<file path="src/rtl/proc_isa_pkg.sv">
// Shared ISA definitions for the pipelined 8-bit processor.
// Holds the opcode encodings, the register-index width and the issue-FSM
// state encodings. The issue scoreboard and instruction decoder use it,
// and the forwarding unit will too.
package proc_isa_pkg;

  localparam int REG_IDX_W = 2;
  localparam int NUM_REGS  = 4;

  // Full 4-bit opcodes in instr[3:0]
  localparam logic [3:0] OP_LOAD  = 4'b0000;
  localparam logic [3:0] OP_STOP  = 4'b0001;
  localparam logic [3:0] OP_STORE = 4'b0010;
  localparam logic [3:0] OP_ADD   = 4'b0100;
  localparam logic [3:0] OP_BZ    = 4'b0101;
  localparam logic [3:0] OP_SUB   = 4'b0110;
  localparam logic [3:0] OP_NAND  = 4'b1000;
  localparam logic [3:0] OP_BNZ   = 4'b1001;
  localparam logic [3:0] OP_BPZ   = 4'b1101;

  // 3-bit patterns in instr[2:0]; instr[3] is part of the operand
  localparam logic [2:0] OP3_SHIFT = 3'b011;
  localparam logic [2:0] OP3_ORI   = 3'b111;

  // ORI always targets R1
  localparam logic [REG_IDX_W-1:0] ORI_REG = 2'd1;

  typedef enum logic [1:0] {
    ST_RUN     = 2'd0,
    ST_BR_WAIT = 2'd1,
    ST_HALT    = 2'd2
  } iss_state_e;

endpackage

</file>
<file path="src/rtl/instr_class_decode.sv">
// Instruction class decoder: classifies the IR1 instruction by register and
// flag usage.
// Ports:
//   i_instr        instruction byte (Rx=[7:6], Ry=[5:4], opcode=[3:0])
//   o_src_mask     one bit per register read by the instruction
//   o_writes_reg   instruction writes o_dest
//   o_dest         destination register index
//   o_writes_flags instruction updates N/Z
//   o_reads_flags  instruction consumes N/Z (conditional branches)
//   o_is_branch    conditional branch
//   o_is_stop      STOP
module instr_class_decode
  import proc_isa_pkg::*;
(
  input  logic [7:0]           i_instr,
  output logic [NUM_REGS-1:0]  o_src_mask,
  output logic                 o_writes_reg,
  output logic [REG_IDX_W-1:0] o_dest,
  output logic                 o_writes_flags,
  output logic                 o_reads_flags,
  output logic                 o_is_branch,
  output logic                 o_is_stop
);

  logic [REG_IDX_W-1:0] w_rx;
  logic [REG_IDX_W-1:0] w_ry;
  logic [NUM_REGS-1:0]  w_rx_bit;
  logic [NUM_REGS-1:0]  w_ry_bit;

  assign w_rx     = i_instr[7:6];
  assign w_ry     = i_instr[5:4];
  assign w_rx_bit = 4'b0001 << w_rx;
  assign w_ry_bit = 4'b0001 << w_ry;

  always_comb begin
    o_src_mask     = '0;
    o_writes_reg   = 1'b0;
    o_dest         = w_rx;
    o_writes_flags = 1'b0;
    o_reads_flags  = 1'b0;
    o_is_branch    = 1'b0;
    o_is_stop      = 1'b0;
    // SHIFT and ORI are matched on 3 bits first; their patterns do not
    // collide with any of the full 4-bit opcodes.
    if (i_instr[2:0] == OP3_SHIFT) begin
      o_src_mask     = w_rx_bit;
      o_writes_reg   = 1'b1;
      o_writes_flags = 1'b1;
    end else if (i_instr[2:0] == OP3_ORI) begin
      o_src_mask     = 4'b0001 << ORI_REG;
      o_writes_reg   = 1'b1;
      o_dest         = ORI_REG;
      o_writes_flags = 1'b1;
    end else begin
      case (i_instr[3:0])
        OP_LOAD: begin
          o_src_mask   = w_ry_bit;
          o_writes_reg = 1'b1;
        end
        OP_STORE: o_src_mask = w_rx_bit | w_ry_bit;
        OP_ADD, OP_SUB, OP_NAND: begin
          o_src_mask     = w_rx_bit | w_ry_bit;
          o_writes_reg   = 1'b1;
          o_writes_flags = 1'b1;
        end
        OP_BZ, OP_BNZ, OP_BPZ: begin
          o_reads_flags = 1'b1;
          o_is_branch   = 1'b1;
        end
        OP_STOP: o_is_stop = 1'b1;
        default: ;  // unassigned encodings behave as hazard-free NOPs
      endcase
    end
  end

endmodule

</file>
<file path="src/rtl/issue_scoreboard.sv">
// Issue-stage hazard controller. Decides each cycle whether IR1 may issue,
// using per-register and flag pending-write countdowns, holds issue while a
// branch resolves, pulses flush on a taken branch and latches halt on STOP.
// Ports:
//   clock, reset                 clock; async active-high reset
//   i_instr_valid, i_instr       IR1 contents
//   i_br_resolved, i_br_taken    branch outcome pulse from execute
//   o_issue, o_stall, o_flush    per-cycle issue decision
//   o_halted                     sticky after STOP issues
//   o_busy_mask, o_flags_busy    pending writes
//   o_stall_count                saturating count of stall cycles
//
// state   | meaning
// RUN     | normal issue, hazards checked against the countdowns
// BR_WAIT | branch issued, holding until execute resolves it
// HALT    | STOP issued, nothing issues until reset
module issue_scoreboard
  import proc_isa_pkg::*;
#(
  parameter int WB_LAT = 3,
  parameter int CNT_W  = 16
) (
  input  logic                clock,
  input  logic                reset,
  input  logic                i_instr_valid,
  input  logic [7:0]          i_instr,
  input  logic                i_br_resolved,
  input  logic                i_br_taken,
  output logic                o_issue,
  output logic                o_stall,
  output logic                o_flush,
  output logic                o_halted,
  output logic [NUM_REGS-1:0] o_busy_mask,
  output logic                o_flags_busy,
  output logic [CNT_W-1:0]    o_stall_count
);

  localparam int CW = $clog2(WB_LAT + 1);
  localparam logic [CW-1:0] LAT = CW'(WB_LAT);

  logic [NUM_REGS-1:0]  w_src_mask;
  logic                 w_writes_reg;
  logic [REG_IDX_W-1:0] w_dest;
  logic                 w_writes_flags;
  logic                 w_reads_flags;
  logic                 w_is_branch;
  logic                 w_is_stop;

  instr_class_decode u_decode (
    .i_instr       (i_instr),
    .o_src_mask    (w_src_mask),
    .o_writes_reg  (w_writes_reg),
    .o_dest        (w_dest),
    .o_writes_flags(w_writes_flags),
    .o_reads_flags (w_reads_flags),
    .o_is_branch   (w_is_branch),
    .o_is_stop     (w_is_stop)
  );

  iss_state_e          r_state, w_state_nxt;
  logic [CW-1:0]       r_cnt [NUM_REGS];
  logic [CW-1:0]       r_fcnt;
  logic [CNT_W-1:0]    r_stall_count;
  logic [NUM_REGS-1:0] w_busy;
  logic                w_fbusy;
  logic                w_hazard;
  logic                w_issue, w_stall, w_flush, w_halted;

  always_comb begin
    w_busy = '0;
    for (int r = 0; r < NUM_REGS; r++) w_busy[r] = (r_cnt[r] != '0);
  end
  assign w_fbusy  = (r_fcnt != '0);
  assign w_hazard = i_instr_valid &
                    (((w_src_mask & w_busy) != '0) | (w_reads_flags & w_fbusy));

  // Countdowns: an issuing writer re-arms to WB_LAT, which takes priority
  // over the decrement so back-to-back writers to one register stay correct.
  always_ff @(posedge clock or posedge reset) begin
    if (reset) begin
      for (int r = 0; r < NUM_REGS; r++) r_cnt[r] <= '0;
      r_fcnt <= '0;
    end else begin
      for (int r = 0; r < NUM_REGS; r++) begin
        if (w_issue && w_writes_reg && (w_dest == REG_IDX_W'(r)))
          r_cnt[r] <= LAT;
        else if (r_cnt[r] != '0)
          r_cnt[r] <= r_cnt[r] - CW'(1);
      end
      if (w_issue && w_writes_flags) r_fcnt <= LAT;
      else if (r_fcnt != '0)         r_fcnt <= r_fcnt - CW'(1);
    end
  end

  always_ff @(posedge clock or posedge reset) begin
    if (reset) r_state <= ST_RUN;
    else       r_state <= w_state_nxt;
  end

  always_comb begin
    w_state_nxt = r_state;
    case (r_state)
      ST_RUN: begin
        if (w_issue && w_is_branch)    w_state_nxt = ST_BR_WAIT;
        else if (w_issue && w_is_stop) w_state_nxt = ST_HALT;
      end
      ST_BR_WAIT: if (i_br_resolved) w_state_nxt = ST_RUN;
      ST_HALT:    w_state_nxt = ST_HALT;
      default:    w_state_nxt = ST_RUN;
    endcase
  end

  // Outputs are forced low while reset is held so nothing downstream sees
  // an issue or stall before the state register has settled.
  always_comb begin
    w_issue  = 1'b0;
    w_stall  = 1'b0;
    w_flush  = 1'b0;
    w_halted = 1'b0;
    case (r_state)
      ST_RUN: begin
        w_issue = i_instr_valid & ~w_hazard;
        w_stall = w_hazard;
      end
      ST_BR_WAIT: begin
        w_stall = i_instr_valid;
        w_flush = i_br_resolved & i_br_taken;
      end
      ST_HALT: w_halted = 1'b1;
      default: ;
    endcase
    if (reset) begin
      w_issue  = 1'b0;
      w_stall  = 1'b0;
      w_flush  = 1'b0;
      w_halted = 1'b0;
    end
  end

  always_ff @(posedge clock or posedge reset) begin
    if (reset)
      r_stall_count <= '0;
    else if (w_stall && (r_stall_count != '1))
      r_stall_count <= r_stall_count + CNT_W'(1);
  end

  assign o_issue       = w_issue;
  assign o_stall       = w_stall;
  assign o_flush       = w_flush;
  assign o_halted      = w_halted;
  assign o_busy_mask   = w_busy;
  assign o_flags_busy  = w_fbusy;
  assign o_stall_count = r_stall_count;

endmodule

</file>
<file path="config.mk">
export PLATFORM = sky130hd
export DESIGN_NAME = issue_scoreboard
export DESIGN_NICKNAME = d
export VERILOG_FILES = /design/src/rtl/proc_isa_pkg.sv /design/src/rtl/instr_class_decode.sv /design/src/rtl/issue_scoreboard.sv
export SDC_FILE = /design/constraint.sdc
export NUM_CORES = 1
export LEC_CHECK = 0
export CORE_ASPECT_RATIO = 1.1
export CORE_MARGIN = 3
export CORE_UTILIZATION = 35
export DETAILED_ROUTE_END_ITERATION = 16
export PLACE_DENSITY = 0.56
export SYNTH_ARGS = -nofsm -noshare
export SYNTH_HDL_FRONTEND = slang
export SYNTH_SLANG_ARGS = --single-unit
</file>
<file path="constraint.sdc">
create_clock -name clock -period 1.9 [get_ports clock]
set_input_delay 0.285 -clock clock [delete_from_list [all_inputs] [get_ports clock]]
set_output_delay 0.285 -clock clock [all_outputs]
set_load 0.02 [all_outputs]
</file>
==> results.ini, run 1 <==
[worst_setup_path]
r2r_cells = 10
critPathArrivalTime_ns = 1.85
crit_path_top_delay_cell = nor4_4
cp-startpoint = i_instr[1]
crit_path_end_kind = output port
worst_path_largest_cell_delay_ns = 0.33
crit_type = primary input to output port
cp_max_fo = 9
critical_path_buf_inv_count = 3
r2r-start = r_cnt[0]
crit_path_end = o_issue
rr_endpoint = o_stall_count[1]
path_common_cell = buf_4
cp_cell_sequence = clkdlybuf4s15_2, o21ai_1, a32oi_2, a311oi_4, buf_4, nor4_4, buf_4
crit_family = buffers and inverters
startpoint_type = primary input
reg2reg_slack_ns = -0.14
cp.required_ns = 1.62
cp_num_cells = 7

[route]
vias = 1638
viasPerCell = 4.588
wire_per_inst_um = 11.71
ant_nets = 0
drcViolationCount = 0
firstDrtPassIters = 4
wl_um = 4179
drt_iter0_drc = 64

[final_layout]
drive_above_1_share_pct = 40.00
syn2layout_area_growth_pct = 55.50
nets = 305
design_area_um2 = 2920
antenna_cells = 0
final_cells = 357
fillers = 464

[run]
max_cap_viol_count = 0

[clocking]
cts_sinks = 28
cts_tree = built
clockBufferDepth = 2
cts_made_buffers = 3
clk_pin_slew_ns = 0.10
cts-root-buf = clkbuf_8
clk_latency_ns = 0.28
htree_levels = 1

[power_and_ir_drop]
power_switching_mw = 1.148
internal-power_mw = 1.960
cellPowerDensity_nw_per_um2 = 1064
ir_drop_uv = 625.7
combPwrFrac_pct = 58.6
power.total_mw = 3.107
power.share.switching_pct = 36.93
leakage_nw = 1.385
power_frac_seq_pct = 29.3
clkPwrFrac_pct = 12.1

[run_status]
failed_checks = setup timing
status = finished with violations

[synthesis]
yosys.area.top_type_share_pct = 37.31
synth.area.top_cells = dfrtp_1, xor2_1, ha_1
async_reset_ff_share_pct = 100.0
synth_cells = 188
syn_area_um2 = 1878
synth_fp_nets = 207
synth_ff_type = dfrtp_1
yosysSeqAreaShare_pct = 37.31
yosysMostFrequentCell = dfrtp_1
netlist_top_cells_count = dfrtp_1, inv_1, nand2_1, xor2_1
synth.distinct_cells = 49
synth_warnings = 0
synth-seq-cells = 28
synth_edf_count = 0
avgSynthCellArea_um2 = 9.990
synth_area_leader_cell = dfrtp_1

[placement]
dpl.cell_count = 340
gp_routability_congestion = 0.8362
port_buffers = 37
hpwl_um = 3123
dpl_cell_area_um2 = 2673

[die]
die-width_um = 75.85
ios = 38
die-area_um2 = 6282
core_um2 = 5101
die_height_um = 82.83
rows = 27
initial_core_util_pct = 36.82

[global_routing]
grt_max_degree = 29
grt-ovfl-total = 0
track_usage_pct = 13.64
grt_antenna_before_repair = 0
grt_pass1_wl_um = 6900
grt_pass1_vias = 1607

[worst_hold_path]
min_path_type = primary input to flip-flop

[sta]
slew_viol_final = 0
rsz0062_at_grt = yes
final-hold-violation-count = 0
setup_viol = 16
post-route-min-period_ns = 2.134
fin_crit_sh_pct = 112.3
fmax_ghz = 0.4686
slew_headroom_pct = 58.81
skew_ns = 0.005506
fin_ws_ns = -0.2341
tightest_slew_ns = 0.6113

routing by layer:
| metal | track usage, % | part of all wire, % | up-vias |
|---|---|---|---|
| li1 | - | - | 845 |
| met1 | 17.35 | 45 | 762 |
| met2 | 23.60 | 51 | 27 |
| met3 | 1.453 | 2.7 | 4 |
| met4 | 3.816 | 1.1 | 0 |
| met5 | 0 | 0 | - |
power groups by stage:
| stage | Clock, mW | Combinational, mW | Sequential (mW) |
|---|---|---|---|
| floorplan | 0 | 0.897 | 1.03 |
| global placement | 0 | 1.73 | 0.922 |
| detailed placement | 0 | 1.75 | 0.925 |
| CTS | 0.388 | 1.81 | 0.912 |
| global route | 0.411 | 2.01 | 0.941 |
| finish | 0.376 | 1.82 | 0.910 |
worst reg2reg max path, delay by kind of cell, from the launching register on:
kind | cells | cell delay [ns]
muxes | 2 | 0.39
and+or+nand+nor | 1 | 0.06
DFF | 1 | 0.39
AOI/OAI and AO/OA | 3 | 0.47
adders and majority gates | 1 | 0.19
buffers and inverters | 3 | 0.42
through the flow:
stage	hold slack [ns]	setup TNS [ns]	worst slack, ns	util [%]
finish	0.4452	-1.534	-0.2341	57.25
global placement	0.4712	-16.60	-0.8738	52.39
detailed placement	0.4763	-17.24	-0.8985	52.39
floorplan	0.3504	-0.03261	-0.03261	-
global route	0.4583	-3.901	-0.3040	57.25
CTS	0.4535	-1.817	-0.2262	56.41
how the worst min path moves through the flow:
stage / cells past startpoint / start / to / slack [ns]
floorplan: 1 / reset / o_stall_count[0] / 0.35
global placement: 1 / o_stall_count[7] / o_stall_count[7] / 0.47
detailed placement: 1 / o_stall_count[7] / o_stall_count[7] / 0.48
CTS: 3 / i_instr[6] / r_cnt[2] / 0.45
global route: 3 / i_instr[6] / r_cnt[2] / 0.46
finish: 3 / i_instr[6] / r_cnt[2] / 0.45
layout make-up:
type / count / area, µm² / share of cell area [%]
Multi-Input combinational cell: 135 / 1166 / 39.93
Timing Repair Buffer: 98 / 830.8 / 28.45
Sequential cell: 28 / 700.7 / 23.99
Tap cell: 72 / 90.09 / 3.085
Inverter: 20 / 77.57 / 2.656
Clock buffer: 4 / 55.05 / 1.885
cell usage in the layout (no fill, tap or decap), types with 5 or more instances in the layout:
master,synthesis,layout
nor2_2,5,6
nand3_1,9,8
buf_4,1,53
nor2_1,9,8
xor2_1,19,19
inv_1,20,18
nand2_1,19,19
o21ai_0,7,5
clkdlybuf4s50_1,0,20
dlygate4sd2_1,0,10
dfrtp_1,28,28
buf_6,3,9
logic make-up after synthesis:
logic type / count (synthesis) / synth area share [%]
compound gates: 24 / 12.72
xor+xnor: 20 / 9.327
fa+ha+maj: 6 / 3.997
buf+inv: 25 / 6.462
flops: 28 / 37.31
mux: 8 / 4.730
simple gates: 77 / 25.45
registers in the layout, indices dropped and copies added (netlist names):
signal         count
r_state            2
r_fcnt             2
r_cnt              8
o_stall_count     16
repair_timing:
item	4_1_cts	5_1_grt
hold buffers	0	0
pin swaps	8	8
gates cloned	1	0
buffers inserted	11	3
gates resized for setup	46	14
endpoints found under the setup margin	37	30
Note: power is estimated with default switching activity, not from simulation.
==> run 2, diff against run 1 <==
--- a/config.mk
+++ b/config.mk
@@ -10,6 +10,7 @@
 export CORE_UTILIZATION = 35
 export DETAILED_ROUTE_END_ITERATION = 16
 export PLACE_DENSITY = 0.56
+export SLEW_MARGIN = 10
 export SYNTH_ARGS = -nofsm -noshare
 export SYNTH_HDL_FRONTEND = slang
 export SYNTH_SLANG_ARGS = --single-unit
==> results of run 2 <==
Final layout, timing and power as in run 1 (identical DEF).
==> run 3, diff against run 2 <==
--- a/config.mk
+++ b/config.mk
@@ -9,6 +9,7 @@
 export CORE_MARGIN = 3
 export CORE_UTILIZATION = 35
 export DETAILED_ROUTE_END_ITERATION = 16
+export MAX_ROUTING_LAYER = met4
 export PLACE_DENSITY = 0.56
 export SLEW_MARGIN = 10
 export SYNTH_ARGS = -nofsm -noshare
==> results.ini, run 3 (synthesized netlist as in run 1, its figures left out) <==
[run_status]
status = finished with violations
failed_checks = setup timing

[sta]
fin_ws_ns = -0.2340
tightest_slew_ns = 0.6114
fmax_ghz = 0.4686
slew_viol_final = 0
rsz0062_at_grt = yes
skew_ns = 0.005514
post-route-min-period_ns = 2.134
slew_headroom_pct = 58.81
final-hold-violation-count = 0
setup_viol = 16
fin_crit_sh_pct = 112.3

[worst_setup_path]
critical_path_buf_inv_count = 3
r2r_cells = 10
crit_path_end_kind = output port
reg2reg_slack_ns = -0.14
cp_cell_sequence = clkdlybuf4s15_2, o21ai_1, a32oi_2, a311oi_4, buf_4, nor4_4, buf_4
r2r-start = r_cnt[0]
rr_endpoint = o_stall_count[1]
startpoint_type = primary input
cp.required_ns = 1.62
cp-startpoint = i_instr[1]
crit_family = buffers and inverters
crit_path_top_delay_cell = nor4_4
path_common_cell = buf_4
critPathArrivalTime_ns = 1.85
worst_path_largest_cell_delay_ns = 0.33
crit_type = primary input to output port
cp_max_fo = 9

[final_layout]
fillers = 464
antenna_cells = 0
mostFrequentLayoutCells = buf_4, dfrtp_1, clkdlybuf4s50_1
mostFrequentLayoutCell = buf_4
nets = 305
drive_above_1_share_pct = 40.00
syn2layout_area_growth_pct = 55.50
largest_reg_flops = 16
final_util_pct = 57.25
final_cells = 357

[global_routing]
grt_max_degree = 29
met3_usage_pct = 1.453
use_met1_pct = 17.35
grt_pass1_vias = 1607
grt_antenna_before_repair = 0
grtUsageMet2_pct = 23.60
grt_pass1_wl_um = 6900
grt-ovfl-total = 0
busiest_layer = met2
track_usage_pct = 14.00

[route]
vias = 1638
drt_iter0_drc = 64
ant_nets = 0
viasPerCell = 4.588
wl_um = 4179
wire_per_inst_um = 11.71
drcViolationCount = 0
firstDrtPassIters = 4

[clocking]
clk_pin_slew_ns = 0.10
clockBufferDepth = 2
cts_sinks = 28
cts_tree = built
clk_latency_ns = 0.28
htree_levels = 1
cts-root-buf = clkbuf_8
cts_made_buffers = 3

[power_and_ir_drop]
ir_drop_uv = 625.7
cellPowerDensity_nw_per_um2 = 1064
power.total_mw = 3.108
leakage_nw = 1.385

[placement]
port_buffers = 37
gp_routability_congestion = 0.8491
pre_cts_ws_ns = -0.8985
hpwl_um = 3123
dpl.cell_count = 340

[die]
ios = 38
die_height_um = 82.83
rows = 27
core_um2 = 5101
die-width_um = 75.85
initial_core_util_pct = 36.82
die-area_um2 = 6282

[run]
max_cap_viol_count = 0

[worst_hold_path]
min_path_type = primary input to flip-flop
worstHoldPathCells = 3
holdPathEnd = r_cnt[2]
hp-start = i_instr[6]

run 3: cell counts in the layout (fill, tap and decap cells not counted):
Identical to the previous run, type by type.
run 3: stage by stage:
step | TNS [ns] | area (µm²) | hold WS (ns)
floorplan | -0.03261 | 1901 | 0.3504
global placement | -16.60 | 2673 | 0.4712
detailed placement | -17.24 | 2673 | 0.4763
CTS | -1.817 | 2878 | 0.4535
global route | -3.901 | 2920 | 0.4583
finish | -1.536 | 2920 | 0.4451
run 3: worst reg2reg max path, stage by stage (launching register included):
cell and delay [ns]:
dfrtp_1 0.39, inv_1 0.06, ha_2 0.19, mux2i_1 0.09
o2111ai_2 0.12, o211ai_4 0.12, buf_6 0.13, o31ai_4 0.23
buf_6 0.23, nor2_2 0.06, mux2_4 0.30
run 3: worst max-delay path by stage:
stage	to	depth (start not counted)
after CTS	o_stall	9
final	o_issue	7
after detailed placement	o_issue	6
after global placement	o_issue	6
after floorplan	o_stall	7
after global routing	o_stall	9
run 3: cell type report:
cell class	instances	area, µm²	share of cell area, %
well taps	72	90.09	3.085
repair buffers	98	830.8	28.45
multi-input cells	135	1166	39.93
clock buffers	4	55.05	1.885
inverters	20	77.57	2.656
flip-flops and latches	28	700.7	23.99
run 3: power breakdown:
part           internal (mW)  switching (mW)  leakage, nW
Combinational          0.973           0.849         1.01
Sequential             0.802           0.108        0.349
Clock                  0.186           0.190       0.0288
Total                   1.96            1.15         1.39
run 3: routing by layer:
metal  up-vias  routed length (µm)  share of wire, %
li1        845                   -                 -
met4         0                  44               1.1
met1       762                1889                45
met3         4                 114               2.7
met5         -                   0                 0
met2        27                2131                51
run 3: what timing repair did:
action | in CTS | in global routing
hold buffers | 0 | 0
cloned | 1 | 0
gates resized for setup | 46 | 14
setup endpoints to repair | 37 | 30
pin swaps | 8 | 8
buffers inserted | 11 | 3
